`src/rtl/loopback_responder_pkg.sv`:
```
// rtl/loopback_responder_pkg.sv - shared helpers for the loopback responder
package loopback_responder_pkg;

    // Elaboration-time ceiling log2 used for pointer and counter widths.
    function automatic int clog2(input int n);
        int r;
        r = 0;
        while ((1 << r) < n) begin
            r++;
        end
        return r;
    endfunction

    // Each returned bit after reset: memory is cleared, so the word is all-ones when inverting.
    function automatic logic reset_bit(input bit flip);
        return flip ? 1'b1 : 1'b0;
    endfunction

    function automatic logic flip_bit(input logic b, input bit flip);
        return flip ? ~b : b;
    endfunction

endpackage

```
`src/rtl/loopback_fifo.sv`:
```
// rtl/loopback_fifo.sv - word buffer with extra-MSB pointers for full/empty detection
module loopback_fifo
    import loopback_responder_pkg::*;
#(
    parameter int WIDTH = 8,
    parameter int DEPTH = 4
) (
    input  logic                   clock,
    input  logic                   reset,
    input  logic                   push,
    input  logic                   pop,
    input  logic [WIDTH-1:0]       wr_data,
    output logic [WIDTH-1:0]       rd_data,
    output logic                   full,
    output logic                   empty,
    output logic [clog2(DEPTH):0]  occupancy
);

    localparam int AW = clog2(DEPTH);

    logic [AW:0]      wr_ptr;
    logic [AW:0]      rd_ptr;
    logic [WIDTH-1:0] mem [DEPTH];

    assign full      = (wr_ptr[AW] != rd_ptr[AW]) && (wr_ptr[AW-1:0] == rd_ptr[AW-1:0]);
    assign empty     = (wr_ptr == rd_ptr);
    assign occupancy = wr_ptr - rd_ptr;
    assign rd_data   = mem[rd_ptr[AW-1:0]];

    always_ff @(posedge clock or posedge reset) begin
        if (reset) begin
            wr_ptr <= '0;
            rd_ptr <= '0;
            for (int i = 0; i < DEPTH; i++) begin
                mem[i] <= '0;
            end
        end else begin
            if (push) begin
                mem[wr_ptr[AW-1:0]] <= wr_data;
                wr_ptr              <= wr_ptr + 1'b1;
            end
            if (pop) begin
                rd_ptr <= rd_ptr + 1'b1;
            end
        end
    end

endmodule

```
`src/rtl/loopback_responder.sv`:
```
// rtl/loopback_responder.sv - buffered echo responder with optional inversion and stall watchdog
module loopback_responder
    import loopback_responder_pkg::*;
#(
    parameter int WIDTH = 8,
    parameter int DEPTH = 4,
    parameter int FLIP  = 1,
    parameter int CNT_W = 16
) (
    input  logic                   clock,
    input  logic                   reset,
    input  logic                   in_valid,
    output logic                   in_ready,
    input  logic [WIDTH-1:0]       in_bits,
    output logic                   out_valid,
    input  logic                   out_ready,
    output logic [WIDTH-1:0]       out_bits,
    output logic [clog2(DEPTH):0]  occupancy,
    output logic [CNT_W-1:0]       returned_cnt,
    output logic                   overrun
);

    localparam int SW = clog2(DEPTH + 1) + 1;

    logic             full;
    logic             empty;
    logic             push;
    logic             pop;
    logic             stall;
    logic [WIDTH-1:0] rd_data;
    logic [SW-1:0]    stall_cnt;

    // Handshake readiness comes only from registered FIFO state.
    assign in_ready = !full;
    assign out_valid = !empty;
    assign push = in_valid && in_ready;
    assign pop = out_valid && out_ready;
    assign stall = in_valid && !in_ready;

    loopback_fifo #(
        .WIDTH (WIDTH),
        .DEPTH (DEPTH)
    ) u_fifo (
        .clock     (clock),
        .reset     (reset),
        .push      (push),
        .pop       (pop),
        .wr_data   (in_bits),
        .rd_data   (rd_data),
        .full      (full),
        .empty     (empty),
        .occupancy (occupancy)
    );

    always_comb begin
        out_bits = '0;
        for (int i = 0; i < WIDTH; i++) begin
            out_bits[i] = flip_bit(rd_data[i], FLIP != 0);
        end
    end

    always_ff @(posedge clock or posedge reset) begin
        if (reset) begin
            returned_cnt <= '0;
        end else if (pop) begin
            returned_cnt <= returned_cnt + 1'b1;
        end
    end

    // Stall run saturates just past DEPTH; the cycle that pushes it beyond DEPTH latches overrun.
    always_ff @(posedge clock or posedge reset) begin
        if (reset) begin
            stall_cnt <= '0;
            overrun   <= 1'b0;
        end else begin
            if (stall) begin
                if (stall_cnt != SW'(DEPTH + 1)) begin
                    stall_cnt <= stall_cnt + 1'b1;
                end
                if (stall_cnt >= SW'(DEPTH)) begin
                    overrun <= 1'b1;
                end
            end else begin
                stall_cnt <= '0;
            end
        end
    end

endmodule
```
`config.mk`:
```
export PLATFORM = sky130hd
export DESIGN_NAME = loopback_responder
export DESIGN_NICKNAME = d
export VERILOG_FILES = /design/src/rtl/loopback_responder_pkg.sv /design/src/rtl/loopback_fifo.sv /design/src/rtl/loopback_responder.sv
export SDC_FILE = /design/constraint.sdc
export NUM_CORES = 1
export LEC_CHECK = 0
export ABC_CLOCK_PERIOD_IN_PS = 2700
export BUFFER_PORTS_ARGS = -buffer_cell sky130_fd_sc_hd__buf_2
export CORE_ASPECT_RATIO = 0.8
export CORE_MARGIN = 2
export CORE_UTILIZATION = 45
export CTS_CLUSTER_DIAMETER = 120
export DETAILED_ROUTE_END_ITERATION = 6
export PLACE_DENSITY = 0.66
export SYNTH_ARGS = -nofsm -noshare
export SYNTH_HDL_FRONTEND = slang
export SYNTH_SLANG_ARGS = --single-unit
```
`constraint.sdc`:
```
create_clock -name clock -period 2.7 [get_ports clock]
set_input_delay 0.27 -clock clock [delete_from_list [all_inputs] [get_ports clock]]
set_output_delay 0.27 -clock clock [all_outputs]
set_load 0.05 [all_outputs]
```
Yosys cells after proc, flatten, opt, wreduce, memory -nomap -nowiden
Index checks and enable logic that the tools add are counted.

Flip-flop bits (word level): 59. Input port bits: 12. Output and inout port bits: 30. Logic and storage cells: 49.

Add/subtract/negate cells: 5. Order comparisons: 4. Eq/ne operators: 5. Muxes and demuxes: 8. Bitwise logic cells: 10. Reductions and logical operators: 8.

Operators by type and width (number): $bwmux W32 (1); $mux W8 (3); $add A16 B1 Y16 const B (1); $bmux W8 S2 (1); $demux W8 S2 (1); $mux W4 (2); $not A1 Y1 (8); $add A3 B1 Y3 const B (2); $ge A3 B3 Y1 const B (2); $not A2 Y3 (2); $logic_and A1 B1 Y1 (5); $add A4 B1 Y4 const B (1); $ge A4 B3 Y1 const B (1); $ne A4 B3 Y1 const B (1); $eq A3 B3 Y1 (1); $lt A3 B1 Y1 const B (1); $sub A3 B3 Y3 (1); $eq A2 B2 Y1 (1); $logic_not A1 Y1 (2); $ne A2 B1 Y1 const B (1); $reduce_and A2 Y1 (1); $ne A1 B1 Y1 (1).

Logic depth before layout (Yosys ltp)
Gate-level depths: netlist of the first run.

Word-level depth: 6. Mapped depth: 8. Mapped depth without buffers: 6.

Cells and area by module
A second synthesis of the first run with hierarchy kept.

Cell total of the unflattened synthesis: 204. Area, all modules: 2924.1 sq um.

Modules (own cells, without submodules): loopback_fifo (times used 1, cells each 113, area an instance 1943.1 sq um, sequential area each 950.9 sq um); loopback_responder (times used 1, cells each 91, area an instance 980.9 sq um, sequential area each 525.5 sq um).

Worst setup path before layout of the first run
OpenSTA, ideal clock, no wires.

Path type: reg2reg. Start: reg u_fifo.rd_ptr[1]. End: reg u_fifo.mem[0] (netlist bit). Library setup time: 0.125 ns. Data arrival time: 1.998 ns. Required time: 2.575 ns. Slack: 0.577 ns. Cell stages (with the launch flop): 9. Path buffers: 2. Clock period less this slack: 2.123 ns. Path through: dfrtp_1 -> clkbuf_1 -> inv_1 -> ha_1 -> nand2_1 -> o21a_2 -> buf_12 -> nand2_8 -> mux2_4.

Word-level cells in the longest chain between the ends: 4.

Ends and longest elaborated chain: from (decl) (RTL line loopback_fifo.sv:22) `logic [AW:0] rd_ptr;`; from (signal assigned) (RTL line loopback_fifo.sv:43) `rd_ptr <= rd_ptr + 1'b1;`; $eq A2 B2 Y1 (RTL line loopback_fifo.sv:25) `assign full = (wr_ptr[AW] != rd_ptr[AW]) && (wr_ptr[AW-1:0] == rd_ptr[AW-1:0]);`; $logic_and A1 B1 Y1 (RTL line loopback_fifo.sv:25); $logic_not A1 Y1 (RTL line loopback_responder.sv:34) `assign in_ready = !full;`; $logic_and A1 B1 Y1 (RTL line loopback_responder.sv:36) `assign push = in_valid && in_ready;`; to (signal, indexed assignment) (RTL line loopback_fifo.sv:39) `mem[wr_ptr[AW-1:0]] <= wr_data;`; to (decl) (RTL line loopback_fifo.sv:23) `logic [WIDTH-1:0] mem [DEPTH];`.

Every way passes these cells. A chain may end at the register's enable or synchronous reset.

Final worst setup path of the first run
Start: reg u_fifo.wr_ptr[0]. End: out occupancy[2].

Word-level cells in the longest chain between the ends: 1.

Ends and longest elaborated chain: from (decl) (RTL line loopback_fifo.sv:21) `logic [AW:0] wr_ptr;`; from (signal assigned) (RTL line loopback_fifo.sv:40) `wr_ptr <= wr_ptr + 1'b1;`; $sub A3 B3 Y3 (RTL line loopback_fifo.sv:27) `assign occupancy = wr_ptr - rd_ptr;`; to (decl) (RTL line loopback_responder.sv:18) `output logic [clog2(DEPTH):0] occupancy,`.

Every way passes these cells.

==> impl.org, run 1 <==
** Clock network
- Post-cts resize count :: 0
- CTS H-tree lvls :: 3
- Buffers added to address setup during post-CTS repair amount to 0.
- No sink is reached through more buffers than the 2 on the longest clock path.
- Num CTS Buffers :: 9
- Clock-pin slew reported for the worst setup and hold paths after clock tree synthesis :: 70 ps
- Hold buffers post-CTS :: 1
- The cell sitting at the root of the clock tree is a clkbuf_8.
- Total number of clock tree sinks :: 59
- TritonCTS built the clock tree.
- Clk Latency, worst-skew pair :: ~340 ps

** Synthesis
- Yosys attributes the largest share of cell area to dfrtp_1 (50%), mux2_4 (16%), mux4_2 (6.1%), ha_1 (4.2%), xnor2_1 (3.8%).
- Unique masters post-synth :: 32
- Portion of synthesized cell area occupied by the leading cell type :: 0.4985
- Mean post-synth cell area :: 14.10 sq um
- Number of synthesized register bits :: 59
- The biggest area contributor in the post-synthesis netlist is dfrtp_1.
- Gate count of the mapped netlist :: 210
- Counting flops with a built-in enable in the synthesized netlist gives 0.
- For this run, the register share of the synthesized area comes to 0.4985.
- Yosys printed 0 warnings.
- Summed instance area of the synthesized netlist :: 2962 sq um
- For this run, asynchronously set or reset flops after synthesis account for 1.000.
- The number of nets handed over by synthesis was 233.
- Most used flip-flop cell after synthesis :: dfrtp_1

** Placement
- Placed wire-length estimate after detailed placement :: 3.747 mm
- RePlAce Congestion :: 0.7765
- Total of buffers placed on input and output ports :: just over 40

** Setup path
- Walking the worst path, the cells encountered are inv_1 -> ha_1 -> fa_1 -> xnor2_1 -> buf_2.
- Critical path launch point type :: register
- The worst register-to-register path has a setup slack of roughly 600 ps.
- By startpoint and endpoint, the worst setup path is classified as reg2out.
- For this run, the slowest stage of the critical path takes 380 ps.
- Arrival time at the worst endpoint :: 1860 ps
- The startpoint identified for the worst register-to-register timing path is u_fifo.wr_ptr[0].
- STA classifies the critical path endpoint as an output pin.
- Cell with the largest stage delay on the worst path :: dfrtp_1
- Worst Setup SP :: u_fifo.wr_ptr[0]
- Counting cells, the worst reg-to-reg path comes to 6.
- Of all nets on the critical path, the largest fanout is 4.
- For the worst setup path, the data required time is approximately 2400 ps.

** Floorplanning
- The die covers 7250 sq um.
- The core region is 6376 sq um.
- The initial utilization of the core area, before any placement, comes to 0.4645.
- Die width :: 94.70 um
- The die is 76.56 um tall.
- 42 I/O pins were placed.
- Row count :: 26

** Run
- Reported max-cap violation count :: 0

** Drt
- Number of vias after detailed routing :: ~1,800
- Initial DRC count :: 79
- Dividing the detail-routed via count by the number of cells gives between 4 and 5.
- After detailed routing, the average wire length per cell comes to 15.44 um.
- Number of nets with antenna violations after detailed routing :: 0
- After detailed routing, the total wire length is approximately 5.4 mm.
- The first detailed-routing pass took 4 iterations.
- For this run, design rule violations remaining after detail routing come to 0.

** STA
- Hold Vio Cnt, Final :: 0
- Between clock sinks in the finished design, the worst skew comes to roughly 6.4 ps.
- Sum of negative setup slack :: 0 ps
- The smallest clock period supported by the final layout is computed as 2131 ps.
- Setup violations remaining at the end of the flow were counted as 0.
- Based on the critical path, the design can be clocked at up to 469.3 MHz.
- Worst slew margin relative to its limit :: 0.6566
- In the finished design, the share of the clock period the worst path needs comes to 0.7891.
- Worst Tran Pin Value :: 512.7 ps
- RSZ-0062 raised after global routing :: false
- Number of max-slew violations in the final report :: 0

** Hold path
- Worst hold path cell count :: 2
- The path class of the tightest hold or removal check is in2reg.
- Worst Hold Launch :: in_bits[7]

** GRT
- Global-route wire length before repair :: approximately 9.4 mm
- GR Overflow Total :: 0
- Via count of the first global-routing pass :: 1,804
- Initial antenna violation count :: 0
- Overall routing resource usage :: 0.1737
- Entering global routing, the biggest net connects 31 pins.

** Final layout
- Proportion of layout cells with a drive suffix above 1 :: 0.4104
- Layout fillers :: 584
- Commonest non-fill, non-tap cell in the layout :: dfrtp_1
- Layout Nets :: ~290
- The number of antenna diodes in the final layout is 0.
- Area growth from synthesis to final layout :: 17.58%
- In the layout the commonest cells are dfrtp_1 (59), buf_2 (41), mux2_4 (32), inv_1 (15), xnor2_1 (13).

** Run status
- The flow ran to the end, and the final reports show no timing, DRC or antenna violations.
-- area by class of cell --
cell class / instances / area, sq um / area share
Clock buffer: 12 / 155.1 / 0.04456
Clock inverter: 4 / 48.80 / 0.01401
Inverter: 16 / 60.06 / 0.01725
Multi-Input combinational cell: 131 / 1391 / 0.3996
Sequential cell: 59 / 1476 / 0.4240
Tap cell: 84 / 105.1 / 0.03018
Timing Repair Buffer: 46 / 245.2 / 0.07043
-- state kept, by name, indices dropped and copies added (netlist names) --
register       flops
u_fifo.wr_ptr      3
u_fifo.rd_ptr      3
u_fifo.mem        32
overrun            1
stall_cnt          4
returned_cnt      16
-- cell families (layout without fill, tap and decap cells) --
family	count (synthesis)	after routing	share of synthesized area
multiplexers	41	41	0.2269
AO/OA/AOI/OAI	11	11	0.02493
buffers and inverters	20	78	0.03169
flip-flops	59	59	0.4985
AND/OR/NAND/NOR	45	45	0.09844
XOR/XNOR	23	23	0.07056
adder cells (fa/ha/maj)	11	11	0.04901
-- cell usage after synthesis, drive strengths merged, types with 2 or more instances --
cell type	number
dfrtp	59
mux2	33
inv	16
nand2	13
xnor2	13
ha	10
xor2	10
mux4	8
nand3	8
nor2	8
nand4	5
nor3	5
o21ai	4
buf	3
and4	2
o21a	2
o21bai	2
-- per-layer routing --
layer / up-vias / GRT usage / wire, um
met3: 9 / 0.05836 / 265
met5: - / 0 / 0
met1: 878 / 0.2596 / 2765
met2: 36 / 0.2326 / 2333
li1: 832 / - / -
met4: 0 / 0.06522 / 71
-- critical path: cells and delay by family (launching register included) --
kind                       cells  cell delay (ps)
DFF                            1              380
xor gates and xnor gates       1              150
adders and majority gates      2              600
buffers and inverters          2              390
-- path summary, 6_finish.rpt --
path                             endpoint
setup / recovery             occupancy[2]
max in group asynchronous   u_fifo.mem[5]
hold / removal             u_fifo.mem[31]
min in group asynchronous  u_fifo.mem[25]
setup reg to reg            u_fifo.mem[4]
hold reg to reg                   overrun
-- stage by stage --
| stage | std cells | area (sq um) | setup slack [ps] | hold WS (ps) | util |
|---|---|---|---|---|---|
| floorplan | 210 | 2962 | 577.1 | 418.5 | - |
| detailed placement | 335 | 3268 | 634.8 | 204.1 | 0.5126 |
| finish | 352 | 3482 | 569.3 | 212.7 | 0.5461 |
| global route | 352 | 3482 | 448.1 | 196.3 | 0.5461 |
| global placement | 335 | 3268 | 684.2 | 204.1 | 0.5126 |
| CTS | 352 | 3482 | 542.9 | 192.5 | 0.5461 |
Power of run 1 is left out: the tool's default activity adds up to more than one toggle a clock period on the data nets, which glitch-free logic cannot reach.
==> inputs of run 2 (changes only) <==
- ABC_CLOCK_PERIOD_IN_PS: 2700 -> 2100
- clock period: 2.7 -> 2.1 ns (I/O delays scaled with it)
==> run 2 against run 1 <==
Worst setup slack worse by 490 ps; non-clock buffer count grew 1; first-iteration DRC count rose by 19%; sequential share of layout area down 0.65 points; via count down 1.7%; critical path type unchanged; critical endpoint is now occupancy[1]; highest routed layer unchanged.
==> impl.org, run 2 (synthesis results as in run 1) <==
** Setup path
- Delay of the slowest critical-path stage :: 430 ps
- STA classifies the critical path endpoint as an output pin.
- Grouping stages by cell kind, the critical path spends the most delay in adder cells.
- The setup path with the least slack is of type reg2out.
- The critical path contains buffers and inverters numbering 3 combined.
- The slowest stage of the critical path is the fa_2 cell.
- Critical path launch point type :: register
- The cell that appears most often on the critical path is inv_1.
- Arrival time at the worst endpoint :: 1810 ps
- For the worst setup path, the data required time is 1890 ps.
- Walking the worst path, the cells encountered are inv_1 -> ha_1 -> fa_2 -> inv_1 -> buf_2.
- Critical path fanouts, max :: 4

** Clock network
- The tree is rooted in a clkbuf_8.
- Buffer count from post-CTS setup fixing :: 0
- The H-tree was split into 3 levels.
- TritonCTS built the clock tree.
- Counting the buffers created by CTS gives 9.
- After clock tree synthesis, the clock-pin slew on the worst setup and hold paths is 70 ps.
- Clock latency on the worst-skew pair, taken at its later pin, is 340 ps.
- No sink is reached through more buffers than the 2 on the longest clock path.
- The tree built by TritonCTS fans out to 59 sinks.

** Final layout
- The register with the most flip-flops in the layout has 32 of them.
- u_fifo.mem holds more flip-flops than any other register.
- Counting the fill cells in the layout gives around 560.
- The largest registers in the layout are u_fifo.mem x32, returned_cnt x16, stall_cnt x4.
- The library cell used most frequently in the layout, excluding fill and tap cells, is dfrtp_1.
- Storage element area :: 1476 sq um
- After the last flow step, the layout net total stands at 287.
- Proportion of layout cells with a drive suffix above 1 :: 0.4201
- Antenna diode instance count :: 0
- Total area of multi-input combinational cells :: 1401 sq um
- Area growth from synthesis to final layout :: 19.39%
- Most frequent cells in the layout :: dfrtp_1 (59), buf_2 (40), mux2_4 (32), inv_1 (15), xnor2_1 (12)

** Drt
- After detailed routing, the number of vias per cell comes to 4.890.
- Number of nets with antenna violations after detailed routing :: 0
- Initial DRC count :: 94
- After detailed routing, the number of remaining DRC violations is 0.
- Detailed-routing iteration count for the pre-antenna-repair pass :: 4
- The routed design has 5.350 mm of wire.
- Number of vias after detailed routing :: 1,726
- Final routed wire length divided by cell count :: about 15 um

** Floorplanning
- In this run the core area contains 26 standard-cell rows.
- I/O pins :: 42
- The die is 76.56 um tall.
- DIE AREA :: 7250 sq um
- For this configuration, the core starts out at a cell density of 0.4645.
- In this run the horizontal extent of the chip is approximately 95 um.
- Area of the core :: between 6000 and 7000 sq um

** STA
- Setup violations remaining at the end of the flow were counted as 0.
- Adding up every negative setup slack in the final design gives 0 ps.
- Measured against its own limit, the worst slew margin works out to 0.6354.
- The final hold violation count is 0.
- Number of max-slew violations in the final report :: 0
- The clock period could shrink to 2024 ps.
- Setup WS post-layout :: between 70 and 80 ps
- Timing-limited maximum frequency :: 494.1 MHz
- In the finished design, the share of the clock period the worst path needs comes to 0.9637.
- RSZ-0062 raised after global routing :: true
- Final Skew :: 9.385 ps
- At the pin with the least slew margin, the transition time is around 550 ps.

** Placement
- In this run the tool buffered the top-level ports with 41 buffer cells.
- Before CTS, the worst setup slack after placement is roughly 130 ps.
- Once detailed placement completed, the half-perimeter wirelength came to 3.655 mm.
- RePlAce Congestion :: 0.7744

** Run status
- The run finished with clean final reports.

** GRT
- Via count of the first global-routing pass :: 1,752
- Across every metal layer, demand over resource in global routing totals 0.1629.
- The number of antenna violations at the first check in global routing was 0.
- Entering global routing, the biggest net connects 36 pins.
- GR Overflow Total :: 0
- Global-route wire length before repair :: 8.742 mm

** Run
- Max-cap violations in this run came to 0.

** Hold path
- Type of the most critical hold path :: in2reg
==> run 2: per-layer routing <==
| layer | wire [um] | global-route usage | vias up |
|---|---|---|---|
| met4 | 81 | 0.06522 | 0 |
| met5 | 0 | 0 | - |
| met2 | 2428 | 0.2227 | 28 |
| met3 | 183 | 0.06034 | 8 |
| li1 | - | - | 842 |
| met1 | 2657 | 0.2337 | 848 |
==> run 2: through the flow <==
step	std cells	util	hold WS [ps]	instance area (sq um)
after CTS	353	0.5518	135.1	3518
after global placement	336	0.5157	299.5	3288
after detailed placement	336	0.5157	294.6	3288
after floorplan	210	-	358.5	2963
final	353	0.5546	144.9	3536
after global routing	353	0.5546	124.6	3536
==> run 2: layout make-up <==
class	count	share of cell area
Sequential cell	59	0.4176
Timing Repair Buffer	47	0.07785
Multi-Input combinational cell	131	0.3963
Inverter	16	0.01699
Clock buffer	10	0.03609
Clock inverter	6	0.02548
Tap cell	84	0.02972
==> run 2: final timing paths <==
path,start,endpoint,slack [ps],depth (start not counted)
setup / recovery,u_fifo.wr_ptr[0],occupancy[1],80,5
hold / removal,in_bits[7],u_fifo.mem[23],140,2
setup reg to reg,u_fifo.wr_ptr[2],u_fifo.mem[5],110,4
hold reg to reg,overrun,overrun,480,1
max in group asynchronous,reset,u_fifo.mem[21],1080,4
min in group asynchronous,reset,returned_cnt[14],450,3
==> run 2: timing repair <==
item / in CTS / in global routing
gates resized for setup: 1 / 4
hold buffers: 1 / 0
endpoints found under the setup margin: 1 / 4
endpoints found under the hold margin: 24 / 0
pin swaps: 0 / 1
Power of run 2 is left out for the same reason.
